--- config.mk ---
export PLATFORM = sky130hd
export DESIGN_NAME = control_unit
export DESIGN_NICKNAME = d
export VERILOG_FILES = /design/src/rtl/control_unit.sv
export SDC_FILE = /design/constraint.sdc
export NUM_CORES = 1
export LEC_CHECK = 0
export BUFFER_PORTS_ARGS = -buffer_cell sky130_fd_sc_hd__buf_2
export CAP_MARGIN = 25
export CELL_PAD_IN_SITES_DETAIL_PLACEMENT = 0
export CELL_PAD_IN_SITES_GLOBAL_PLACEMENT = 1
export CORE_ASPECT_RATIO = 0.9
export CORE_MARGIN = 4
export CORE_UTILIZATION = 27
export DETAILED_ROUTE_END_ITERATION = 12
export PLACE_DENSITY_LB_ADDON = 0.25
export SETUP_SLACK_MARGIN = 0.1
export SLEW_MARGIN = 10
export SYNTH_ARGS = -nofsm -noshare
export SYNTH_HDL_FRONTEND = slang
export SYNTH_SLANG_ARGS = --single-unit
--- constraint.sdc ---
create_clock -name clk -period 4.2 [get_ports clk]
set_clock_uncertainty 0.15 [all_clocks]
set_input_delay 0.42 -clock clk [delete_from_list [all_inputs] [get_ports clk]]
set_output_delay 0.42 -clock clk [all_outputs]
set_load 0.02 [all_outputs]
--- src/rtl/control_unit.sv ---
// Hardwired microsequencer: fetches via PC/MAR/MDR/IR and executes ALU, unary and
// MUL/DIV instructions as fixed T-state sequences, with memory wait, stop/run and HALT.
module control_unit #(
    parameter int OPW = 5
) (
    input  logic        clk,
    input  logic        clr,
    input  logic [31:0] ir,
    input  logic        mem_ready,
    input  logic        stop,
    output logic [15:0] rin,
    output logic [15:0] rout,
    output logic        PCin,
    output logic        PCout,
    output logic        IncPC,
    output logic        MARin,
    output logic        MDRin,
    output logic        MDRout,
    output logic        Read,
    output logic        IRin,
    output logic        Yin,
    output logic        Zin,
    output logic        ZHIin,
    output logic        Zlowout,
    output logic        Zhighout,
    output logic        HIin,
    output logic        LOin,
    output logic [12:0] alu_op,
    output logic        run,
    output logic        illegal
);

    typedef enum logic [3:0] {
        S_T0, S_T1, S_T2, S_T3, S_T4, S_T5, S_T6, S_PAUSE, S_HALTED
    } state_t;

    typedef enum logic [2:0] {
        C_BIN, C_MULDIV, C_UNARY, C_NOP, C_HALT, C_ILL
    } cls_t;

    state_t           state_q, state_d;
    logic             wait_q, wait_d;
    logic [OPW-1:0]   op_s;
    logic [3:0]       ra_s, rb_s, rc_s;
    cls_t             cls_s;
    logic [12:0]      alu_s;
    state_t           last_next_s;
    logic             ir_unused_s;

    function automatic logic [15:0] one_hot16(input logic [3:0] idx);
        return 16'h0001 << idx;
    endfunction

    function automatic cls_t op_class(input logic [OPW-1:0] op);
        case (op)
            5'b00011, 5'b00100, 5'b00101, 5'b00110, 5'b00111,
            5'b01000, 5'b01001, 5'b01010, 5'b01011: return C_BIN;
            5'b01111, 5'b10000:                      return C_MULDIV;
            5'b10001, 5'b10010:                      return C_UNARY;
            5'b11010:                                return C_NOP;
            5'b11011:                                return C_HALT;
            default:                                 return C_ILL;
        endcase
    endfunction

    // Bit order 12..0 = ADD, SUB, AND, OR, SHR, SHRA, SHL, ROR, ROL, NEG, NOT, MUL, DIV
    function automatic logic [12:0] alu_sel(input logic [OPW-1:0] op);
        case (op)
            5'b00011: return 13'h1000;
            5'b00100: return 13'h0800;
            5'b01010: return 13'h0400;
            5'b01011: return 13'h0200;
            5'b00101: return 13'h0100;
            5'b00110: return 13'h0080;
            5'b00111: return 13'h0040;
            5'b01000: return 13'h0020;
            5'b01001: return 13'h0010;
            5'b10001: return 13'h0008;
            5'b10010: return 13'h0004;
            5'b01111: return 13'h0002;
            5'b10000: return 13'h0001;
            default:  return 13'h0000;
        endcase
    endfunction

    assign op_s        = ir[31 -: OPW];
    assign ra_s        = ir[26:23];
    assign rb_s        = ir[22:19];
    assign rc_s        = ir[18:15];
    assign cls_s       = op_class(op_s);
    assign alu_s       = alu_sel(op_s);
    assign last_next_s = stop ? S_PAUSE : S_T0;
    assign ir_unused_s = ^ir[14:0];

    // State and T1-wait flag register; clr aborts any sequence back to T0
    always_ff @(posedge clk) begin
        if (clr) begin
            state_q <= S_T0;
            wait_q  <= 1'b0;
        end else begin
            state_q <= state_d;
            wait_q  <= wait_d;
        end
    end

    // Next-state and Moore strobe decode
    always_comb begin
        state_d  = state_q;
        wait_d   = 1'b0;
        rin      = 16'h0000;
        rout     = 16'h0000;
        PCin     = 1'b0;
        PCout    = 1'b0;
        IncPC    = 1'b0;
        MARin    = 1'b0;
        MDRin    = 1'b0;
        MDRout   = 1'b0;
        Read     = 1'b0;
        IRin     = 1'b0;
        Yin      = 1'b0;
        Zin      = 1'b0;
        ZHIin    = 1'b0;
        Zlowout  = 1'b0;
        Zhighout = 1'b0;
        HIin     = 1'b0;
        LOin     = 1'b0;
        alu_op   = 13'h0000;
        run      = 1'b1;
        illegal  = 1'b0;
        case (state_q)
            S_T0: begin
                PCout   = 1'b1;
                MARin   = 1'b1;
                IncPC   = 1'b1;
                Zin     = 1'b1;
                state_d = S_T1;
            end
            S_T1: begin
                Zlowout = 1'b1;
                Read    = 1'b1;
                // The incremented PC is loaded once, not again on every wait cycle
                PCin    = ~wait_q;
                if (mem_ready) begin
                    MDRin   = 1'b1;
                    state_d = S_T2;
                end else begin
                    wait_d  = 1'b1;
                end
            end
            S_T2: begin
                MDRout  = 1'b1;
                IRin    = 1'b1;
                state_d = S_T3;
            end
            S_T3: begin
                case (cls_s)
                    C_BIN: begin
                        rout    = one_hot16(rb_s);
                        Yin     = 1'b1;
                        state_d = S_T4;
                    end
                    C_MULDIV: begin
                        rout    = one_hot16(ra_s);
                        Yin     = 1'b1;
                        state_d = S_T4;
                    end
                    C_UNARY: begin
                        rout    = one_hot16(rb_s);
                        alu_op  = alu_s;
                        Zin     = 1'b1;
                        state_d = S_T4;
                    end
                    C_HALT:  state_d = S_HALTED;
                    C_ILL: begin
                        illegal = 1'b1;
                        state_d = last_next_s;
                    end
                    default: state_d = last_next_s;
                endcase
            end
            S_T4: begin
                case (cls_s)
                    C_BIN: begin
                        rout    = one_hot16(rc_s);
                        alu_op  = alu_s;
                        Zin     = 1'b1;
                        state_d = S_T5;
                    end
                    C_MULDIV: begin
                        rout    = one_hot16(rb_s);
                        alu_op  = alu_s;
                        Zin     = 1'b1;
                        ZHIin   = 1'b1;
                        state_d = S_T5;
                    end
                    C_UNARY: begin
                        Zlowout = 1'b1;
                        rin     = one_hot16(ra_s);
                        state_d = last_next_s;
                    end
                    default: state_d = last_next_s;
                endcase
            end
            S_T5: begin
                case (cls_s)
                    C_BIN: begin
                        Zlowout = 1'b1;
                        rin     = one_hot16(ra_s);
                        state_d = last_next_s;
                    end
                    C_MULDIV: begin
                        Zlowout = 1'b1;
                        LOin    = 1'b1;
                        state_d = S_T6;
                    end
                    default: state_d = last_next_s;
                endcase
            end
            S_T6: begin
                Zhighout = 1'b1;
                HIin     = 1'b1;
                state_d  = last_next_s;
            end
            S_PAUSE: begin
                run     = 1'b0;
                state_d = stop ? S_PAUSE : S_T0;
            end
            S_HALTED: begin
                run     = 1'b0;
                state_d = S_HALTED;
            end
            default: state_d = S_T0;
        endcase
    end

endmodule

==> impl_metrics.ini <==
[status]
outcome = complete, no violations

[timing]
finalCritPeriodShare = 0.821
finalHoldViolCount = 0
fin_crit_ns = 3.45
setup_tns_ns = 0
rsz0062_at_grt = no
max-slew-margin-rel = 0.569
max_freq_mhz = 290
tightest_slew_ns = 0.647
slew_viol_final = 0
setup_viol = 0

[clocking]
worst_skew_pair.late_latency_ns = 0.22
cts_sinks = 5
cts_setup_buffers = 0
cts_hold_buffers = 0
numCtsBuffers = 3
clkSlewWorstSetupHoldPaths_ns = 0.04
clockBufferDepth = 2
postCtsResizedCells = 0
cts_tree = built
htreeDepth = 1
cts_root_buf = clkbuf_8

[logic_synthesis]
synth-compound-area-share = 0.377
syn-instance-count = 262
ys_warn_count = 0
synth_fp_nets = 302
syn_area_um2 = 1690
avgSynthCellArea_um2 = 6.45
synth_adder_area_share = 0.0296
synthFlopType = dfxtp_1
ys_seq_area_frac = 0.0592
postSynth.asyncResetShare = 0
synth_top_family_by_area = simple AND/OR/NAND/NOR gates
yosys.cell_types.count = 53
synth_seq_cells = 5
synthXorXnorAreaFrac = 0.00518
muxShareOfSynthArea = 0.00592
synth-edff-count = 0
synthSimpleGateAreaFrac = 0.437

[routing]
post_drt_wl_per_cell_um = 15.5
vias_per_cell = 5.56
via_count = 2298
drtIter0Drc = 111
wl_mm = 6.40
drc_errors = 0
ant_nets = 0
first_pass_iters = 5

[critical_path]
r2r_start = state_q[2]$_SDFFE_PP0P_
arrival_ns = 2.88
critPathKind = in2out
crit_start = ir[27]
worst_setup_path_start_kind = input port
crit_path_end_kind = primary output
worstPathRequired_ns = 3.63
worstPathMaxFanout = 16

[grt]
grt_start_max_net_pins = 24
track_usage = 0.161
grt_pass1_vias = 2144
antenna_found_initial = 0
grt_pass1_wl_mm = 10.6
grt_overflow_total = 0

[floorplan]
die_x_um = 91.4
fp.dieArea_um2 = 7590
start_util = 0.276
coreArea_um2 = 6110
die_y_um = 83.1
io_pins = 98
fp-row-count = 27

[place]
io_buffers = 82
globalplace.congestion = 0.809
hpwl_mm = 4.91

[finish]
layout_commonest_cell = buf_2
final_nets = 367
utilization = 0.352
layout_common_cells = 82 x buf_2, 32 x nor3_1, 17 x nand2b_1
area_growth_pct = 27.5
antenna_cells = 0
drive_gt1_frac = 0.282

[power]
ir_drop_mv = 0.0675
powerDensity_nw_per_um2 = 156
p_leak_uw = 0.00102

[job]
cap_violations = 0

[hold_path]
hp-start = clr
hp-class = in2reg
## cell usage after synthesis (all sizes together), types with 3 or more instances
| cell | n | area, µm² |
|---|---|---|
| nor3 | 32 | 160 |
| buf | 17 | 88.8 |
| nand2b | 17 | 106 |
| nand2 | 16 | 60.1 |
| nor2 | 16 | 60.1 |
| o21ai | 14 | 70.1 |
| o22ai | 13 | 81.3 |
| a21o | 10 | 75.1 |
| or3 | 10 | 62.6 |
| o32ai | 9 | 78.8 |
| a21oi | 8 | 40.0 |
| and3 | 8 | 50.1 |
| inv | 8 | 30.0 |
| clkbuf | 7 | 26.3 |
| nor2b | 6 | 37.5 |
| nor4 | 6 | 37.5 |
| dfxtp | 5 | 100 |
| a221o | 4 | 40.0 |
| ha | 4 | 50.1 |
| or2 | 4 | 25.0 |
| a211o | 3 | 26.3 |
| a31oi | 3 | 18.8 |
| a32oi | 3 | 26.3 |
| nand3 | 3 | 15.0 |
| nand3b | 3 | 22.5 |
| nor4b | 3 | 26.3 |
## state kept, by name (all words and copies together) (netlist names)
| register | cells |
|---|---|
| wait_q | 1 |
| state_q | 4 |
## metrics by stage
| step | setup WS, ns | instances | hold WS [ns] | power (µW) | instance area, µm² |
|---|---|---|---|---|---|
| after floorplan | 1.13 | 262 | 0.347 | 196 | 1690 |
| after CTS | 0.767 | 412 | 0.271 | 337 | 2150 |
| after global routing | 0.610 | 413 | 0.291 | 361 | 2150 |
| after detailed placement | 0.766 | 408 | 0.503 | 246 | 2100 |
| after global placement | 0.799 | 408 | 0.498 | 245 | 2100 |
| final | 0.750 | 413 | 0.271 | 335 | 2150 |
## path summary, 6_finish.rpt
check | end | cells after the start | slack (ns)
setup / recovery | rout[0] | 8 | 0.75
hold / removal | wait_q$_SDFF_PP0_ | 2 | 0.27
setup reg to reg | state_q[0]$_SDFFE_PP0P_ | 5 | 1.90
hold reg to reg | state_q[3]$_SDFFE_PP0P_ | 1 | 0.53
## critical path, cell delays in order
cell and delay [ns]:
buf_2 0.12, ha_1 0.38, nor4b_1 0.47, o21ai_1 0.13, a211o_1 0.50, or2_2 0.38, o311ai_1 0.26, buf_2 0.22
## cell families after synthesis
group                      after synthesis
buffers and inverters                   32
xor gates and xnor gates                 1
muxes                                    1
DFF                                      5
adders and majority gates                4
AOI/OAI and AO/OA                       86
and+or+nand+nor                        133
## per-layer routing
layer | wire [µm] | share of wire | global-route usage | vias up
met3 | 474 | 0.074 | 0.0263 | 8
li1 | - | - | - | 1138
met4 | 48 | 0.0075 | 0.0370 | 0
met1 | 2940 | 0.46 | 0.225 | 1053
met2 | 2940 | 0.46 | 0.258 | 99
met5 | 0 | 0 | 0 | -
## area by class of cell
cell class                      count  area (µm²)
Sequential cell                     5         100
Timing Repair Buffer               84         425
Multi-Input combinational cell    225        1450
Fill cell                         687        3960
Clock buffer                        4        45.0
Tap cell                           87         109
Inverter                            8        30.0
## report_power, final
| group | switching (µW) | internal, µW |
|---|---|---|
| sequential | 10.9 | 51.8 |
| combinational | 120 | 62.9 |
| clock | 23.7 | 65.2 |
| total | 155 | 180 |
(Power assumes the default switching activity.)
